File: config.mk
export PLATFORM = sky130hd
export DESIGN_NAME = fifo_ptr_ctrl
export DESIGN_NICKNAME = d
export VERILOG_FILES = /design/src/rtl/fifo_ptr_pkg.sv /design/src/rtl/fifo_ptr_ctrl_ptr_reg.sv /design/src/rtl/fifo_ptr_ctrl.sv
export SDC_FILE = /design/constraint.sdc
export NUM_CORES = 1
export LEC_CHECK = 0
export CAP_MARGIN = 0
export CORE_UTILIZATION = 25
export DETAILED_ROUTE_END_ITERATION = 10
export SLEW_MARGIN = 20
export SYNTH_ARGS = -nofsm -noshare
export SYNTH_HDL_FRONTEND = slang
export SYNTH_HIERARCHICAL = 1
export SYNTH_SLANG_ARGS = --single-unit
File: constraint.sdc
create_clock -name clk -period 3.95 [get_ports clk]
set_input_delay 0.5925 -clock clk [delete_from_list [all_inputs] [get_ports clk]]
set_output_delay 0.5925 -clock clk [all_outputs]
set_load 0.02 [all_outputs]
File: src/rtl/fifo_ptr_pkg.sv
// Shared definitions for the FIFO pointer controller: pointer width helper,
// reset pointer value and the sticky error flag bundle.
package fifo_ptr_pkg;

    localparam int PTR_RST_VAL = 0;

    // Pointers carry one extra wrap bit above the address bits.
    function automatic int ptr_width(input int addr_w);
        return addr_w + 1;
    endfunction

    typedef struct packed {
        logic ovf;
        logic udf;
        logic load_err;
    } err_flags_t;

endpackage

File: src/rtl/fifo_ptr_ctrl_ptr_reg.sv
// Generic wrap-bit pointer register with increment and load; load wins when
// both are requested. Asynchronous active-low reset to PTR_RST_VAL.
module ptr_reg
    import fifo_ptr_pkg::*;
#(
    parameter int W = 4
) (
    input  logic         clk,
    input  logic         rst,
    input  logic         inc_en,
    input  logic         ld_en,
    input  logic [W-1:0] ld_val,
    output logic [W-1:0] ptr
);

    logic [W-1:0] ptr_q;
    logic [W-1:0] ptr_d;

    always_comb begin
        ptr_d = ptr_q;
        if (ld_en) begin
            ptr_d = ld_val;
        end else if (inc_en) begin
            ptr_d = ptr_q + W'(1);
        end
    end

    always_ff @(posedge clk or negedge rst) begin
        if (!rst) begin
            ptr_q <= W'(PTR_RST_VAL);
        end else begin
            ptr_q <= ptr_d;
        end
    end

    assign ptr = ptr_q;

endmodule

File: src/rtl/fifo_ptr_ctrl.sv
// Read/write pointer controller for the lab FIFO with full/empty/count decode,
// sticky error flags and RP rewind. FIFO_PTR_ALMOST_FLAGS_EN adds almost flags.
module fifo_ptr_ctrl
    import fifo_ptr_pkg::*;
#(
    parameter int ADDR_W    = 8,
    parameter int CNT_W     = ADDR_W + 1,
    parameter int AF_THRESH = 2**ADDR_W - 2,
    parameter int AE_THRESH = 2
) (
    input  logic              clk,
    input  logic              rst,
    input  logic              wr_en,
    input  logic              rd_en,
    input  logic              RP_load,
    input  logic [ADDR_W:0]   RP_next,
    input  logic              clr_err,
    output logic [ADDR_W-1:0] WP,
    output logic [ADDR_W-1:0] RP,
    output logic [ADDR_W:0]   RP_full,
    output logic              wr_ok,
    output logic              rd_ok,
    output logic              full,
    output logic              empty,
    output logic [CNT_W-1:0]  count,
    output logic              ovf,
    output logic              udf,
    output logic              load_err
`ifdef FIFO_PTR_ALMOST_FLAGS_EN
    ,
    output logic              almost_full,
    output logic              almost_empty
`endif
);

    localparam int PTR_W = ptr_width(ADDR_W);
    localparam logic [PTR_W-1:0] DEPTH_PTR = {1'b1, {ADDR_W{1'b0}}};

    logic [PTR_W-1:0]  wp;
    logic [PTR_W-1:0]  rp;
    logic [ADDR_W-1:0] addr_eq;
    logic [PTR_W-1:0]  load_dist;
    logic              load_legal;
    logic              rp_ld;
    err_flags_t        err_q;
    err_flags_t        err_d;

    ptr_reg #(.W(PTR_W)) u_wp (
        .clk    (clk),
        .rst    (rst),
        .inc_en (wr_ok),
        .ld_en  (1'b0),
        .ld_val ({PTR_W{1'b0}}),
        .ptr    (wp)
    );

    ptr_reg #(.W(PTR_W)) u_rp (
        .clk    (clk),
        .rst    (rst),
        .inc_en (rd_ok),
        .ld_en  (rp_ld),
        .ld_val (RP_next),
        .ptr    (rp)
    );

    genvar gi;
    generate
        for (gi = 0; gi < ADDR_W; gi++) begin : g_addr_eq
            assign addr_eq[gi] = ~(wp[gi] ^ rp[gi]);
        end
    endgenerate

    assign empty = (wp == rp);
    assign full  = (wp[ADDR_W] != rp[ADDR_W]) && (&addr_eq);
    assign count = CNT_W'(wp - rp);

    // Requests are gated by reset so nothing looks accepted while it is held.
    assign wr_ok = rst & wr_en & ~full;
    assign rd_ok = rst & rd_en & ~empty & ~RP_load;

    // Rewind target must leave no more than DEPTH entries between it and wp.
    assign load_dist  = wp - RP_next;
    assign load_legal = (load_dist <= DEPTH_PTR);
    assign rp_ld      = rst & RP_load & load_legal;

    always_comb begin
        err_d.ovf      = (wr_en & full) | (err_q.ovf & ~clr_err);
        err_d.udf      = (rd_en & empty & ~RP_load) | (err_q.udf & ~clr_err);
        err_d.load_err = (RP_load & ~load_legal) | (err_q.load_err & ~clr_err);
    end

    always_ff @(posedge clk or negedge rst) begin
        if (!rst) begin
            err_q <= '0;
        end else begin
            err_q <= err_d;
        end
    end

    assign ovf      = err_q.ovf;
    assign udf      = err_q.udf;
    assign load_err = err_q.load_err;

    assign WP      = wp[ADDR_W-1:0];
    assign RP      = rp[ADDR_W-1:0];
    assign RP_full = rp;

`ifdef FIFO_PTR_ALMOST_FLAGS_EN
    assign almost_full  = (count >= CNT_W'(AF_THRESH));
    assign almost_empty = (count <= CNT_W'(AE_THRESH));
`else
    localparam logic unused_thresh = (AF_THRESH != AE_THRESH);
`endif

endmodule
==> results.sh, run 1 <==
export IMPL_cts_setup_buffers=0
export IMPL_firstDrtPassIters=4
export IMPL_synthArstFlopShare=1.000
export IMPL_cts_resized=0
export IMPL_syn_inst=247
export IMPL_worstSetupStartpointType="register"
export IMPL_cp_cell_sequence="inv_1 -> ha_1 -> nor2b_1 -> o21ai_0 -> a21boi_0 -> o21ai_0 -> nor2b_1 -> xnor2_1 -> clkdlybuf4s50_1"
export IMPL_clockBufferDepth=2
export IMPL_required_ns=3.36
export IMPL_synth_edf_count=0
export IMPL_crit_path_end_kind="primary output"
export IMPL_routed_via_density=4.636
export IMPL_place_gp_congestion=0.7632
export IMPL_antenna_cells=0
export IMPL_wire_per_inst_um=13.25
export IMPL_drv_cap=0
export IMPL_pin_count=56
export IMPL_tightest_slew_ns=0.5139
export IMPL_syn2layout_area_growth_pct=35.62
export IMPL_antenna_found_initial=0
export IMPL_htreeDepth=1
export IMPL_crit_arrival_ns=2.84
export IMPL_grt_overflow=0
export IMPL_row_count=32
export IMPL_clock_sinks=21
export IMPL_critPathMaxFanout=9
export IMPL_drc=0
export IMPL_rsz0062_at_grt="no"
export IMPL_min_period_ns=3.435
export IMPL_slew_headroom=0.6485
export IMPL_dieArea_um2=8385
export IMPL_vias=1910
export IMPL_status="completed"
export IMPL_antenna_left=0
export IMPL_fp_dieH_um=91.57
export IMPL_slowest_stage="clkdlybuf4s50_1"
export IMPL_worst_path_largest_cell_delay_ns=0.62
export IMPL_hold_violations=0
export IMPL_port_buffers=55
export IMPL_grt_pass1_wl_mm=9.377
export IMPL_cts_tree="yes"
export IMPL_synth_seq_cells=21
export IMPL_syn_area_per_cell_um2=8.120
export IMPL_drt_total_wl_mm=5.458
export IMPL_timing_fmax_mhz=291.1
export IMPL_synth_yosys_warnings=6
export IMPL_yosysSeqAreaShare=0.2620
export IMPL_totalPowerFinal_mw=1.644
export IMPL_numCtsBuffers=3
export IMPL_cts_clk_slew_worst_paths_ns=0.08
export IMPL_ir_worst_vdd_uv=176.8
export IMPL_drive_gt1_frac=0.05484
export IMPL_coreArea_um2=7727
export IMPL_clk_latency_ns=0.26
export IMPL_first_iter_violations=81
export IMPL_synthFlopType="dfrtp_1"
export IMPL_period_share=0.8696
export IMPL_synthDistinctLibCells=37
export IMPL_ctsHoldBuffers=0
export IMPL_die_x_um=91.57
export IMPL_netlist_area_um2=2006
export IMPL_setup_violations=0
export IMPL_grt_pass1_vias=1942
export IMPL_final_setup_tns_ns=0
export IMPL_powerDensity_nw_per_um2=604.2
export IMPL_critPathKind="register to primary output"
export IMPL_slew_violations=0
export IMPL_hp_class="register to register"
export IMPL_grt_usage=0.1423
export IMPL_cts_root_buffer="clkbuf_8"
export IMPL_fill_cells=806
export IMPL_finalNetCount=345
export IMPL_fin_worst_skew_ns=0.001098
export IMPL_dp_final_hpwl_mm=4.316
export IMPL_timing_hold_ws_ns=0.5103
export IMPL_grt_start_max_net_pins=23
export IMPL_finalInstanceArea_um2=2720
export IMPL_power_leakage_nw=1.140
export IMPL_placed_area_um2=2674
export IMPL_start_util=0.2596
-- metal layers --
| layer | share of wire | global-route usage | vias up |
|---|---|---|---|
| li1 | - | - | 966 |
| met1 | 0.46 | 0.1767 | 904 |
| met2 | 0.49 | 0.2544 | 38 |
| met3 | 0.045 | 0.03183 | 2 |
| met4 | 0.0018 | 0.02116 | 0 |
| met5 | 0 | 0 | - |
-- final cells by class --
type / instances / area (um^2) / area share
clock buffers: 3 / 41.29 / 0.01518
clock inverters: 1 / 5.005 / 0.001840
inverters: 26 / 97.59 / 0.03588
multi-input cells: 198 / 1328 / 0.4880
flip-flops and latches: 21 / 525.5 / 0.1932
well taps: 102 / 127.6 / 0.04692
repair buffers: 61 / 595.6 / 0.2190
-- worst paths after layout --
| kind | start | to | slack, ns | cells past startpoint |
|---|---|---|---|---|
| worst max-delay path | u_rp/ptr[1]$_DFFE_PN0P_ | count[5] | 0.52 | 9 |
| worst min-delay path | ovf$_DFF_PN0_ | ovf$_DFF_PN0_ | 0.51 | 1 |
| worst max register to register | u_wp/ptr[1]$_DFFE_PN0P_ | u_rp/ptr[8]$_DFFE_PN0P_ | 1.05 | 11 |
| worst min register to register | ovf$_DFF_PN0_ | ovf$_DFF_PN0_ | 0.51 | 1 |
| max in group asynchronous | rst | u_wp/ptr[6]$_DFFE_PN0P_ | 2.72 | 2 |
| min in group asynchronous | rst | udf$_DFF_PN0_ | 0.64 | 1 |
-- cells in the final DEF, fill, tap and decap left out, types with 8 or more instances in the layout --
master            n
a21oi_1           9
clkdlybuf4s50_1  55
conb_1           13
dfrtp_1          21
ha_1             18
inv_1            26
nand2_1          30
nand3_1           8
nand4_1          11
nor2_1            9
nor2b_1          13
o21ai_0          18
o21ai_1          10
or4_1             8
xnor2_1          11
xor2_1            8
-- stage by stage --
step | worst slack, ns | instances | util
finish | 0.5151 | 412 | 0.3520
global route | 0.2715 | 412 | 0.3520
CTS | 0.4882 | 412 | 0.3520
detailed placement | 0.5550 | 408 | 0.3460
global placement | 0.6178 | 408 | 0.3460
floorplan | 0.8105 | 259 | -
-- synth_stat cells, drive strengths merged, types with 2 or more instances --
cell type,n,area share
nor2,9,0.017
a21oi,9,0.022
xnor2,11,0.048
o21ai,28,0.070
clkbuf,2,0.0037
ha,18,0.11
nand3,8,0.020
buf,12,0.046
o21bai,6,0.022
nand4,13,0.056
or2,2,0.0062
nand2,30,0.056
o21a,3,0.011
dfrtp,21,0.26
mux2i,3,0.015
or4,8,0.030
inv,26,0.049
nand2b,3,0.0094
nor2b,13,0.041
nor3,2,0.0050
xor2,8,0.035
-- power by group --
part / switching [mW] / internal, mW / total (mW) / leakage (nW)
combinational: 0.572 / 0.544 / 1.12 / 0.853
clock: 0.0737 / 0.0704 / 0.144 / 0.0255
sequential: 0.117 / 0.267 / 0.384 / 0.261
total: 0.763 / 0.881 / 1.64 / 1.14
-- critical path: cells and delay by family, from the launching register on --
| kind | cells | cell delay, ns |
|---|---|---|
| adder cells (fa/ha/maj) | 1 | 0.31 |
| flip-flops | 1 | 0.54 |
| AO/OA/AOI/OAI | 3 | 0.57 |
| AND/OR/NAND/NOR | 2 | 0.32 |
| buffers and inverters | 2 | 0.71 |
| XOR/XNOR | 1 | 0.12 |
-- logic make-up after synthesis --
kind of cell               synth area share
xor gates and xnor gates            0.08297
and+or+nand+nor                      0.2489
AOI/OAI and AO/OA                    0.1684
buffers and inverters               0.09857
adders and majority gates            0.1223
muxes                               0.01497
DFF                                  0.2620
other                              0.001870
Power figures use the tool's default switching activity.
==> run 2: changes to the inputs <==
--- a/config.mk
+++ b/config.mk
@@ -7,6 +7,7 @@
 export LEC_CHECK = 0
 export CAP_MARGIN = 0
 export CORE_UTILIZATION = 25
+export CTS_CLUSTER_SIZE = 24
 export DETAILED_ROUTE_END_ITERATION = 10
 export SLEW_MARGIN = 20
 export SYNTH_ARGS = -nofsm -noshare
==> results of run 2 <==
Final layout, timing and power as in run 1 (identical DEF).
==> run 3: changes to the inputs <==
--- a/config.mk
+++ b/config.mk
@@ -5,7 +5,7 @@
 export SDC_FILE = /design/constraint.sdc
 export NUM_CORES = 1
 export LEC_CHECK = 0
-export CAP_MARGIN = 0
+export CAP_MARGIN = 15
 export CORE_UTILIZATION = 25
 export CTS_CLUSTER_SIZE = 24
 export DETAILED_ROUTE_END_ITERATION = 10
==> results of run 3 <==
Final layout, timing and power as in run 1 (identical DEF).
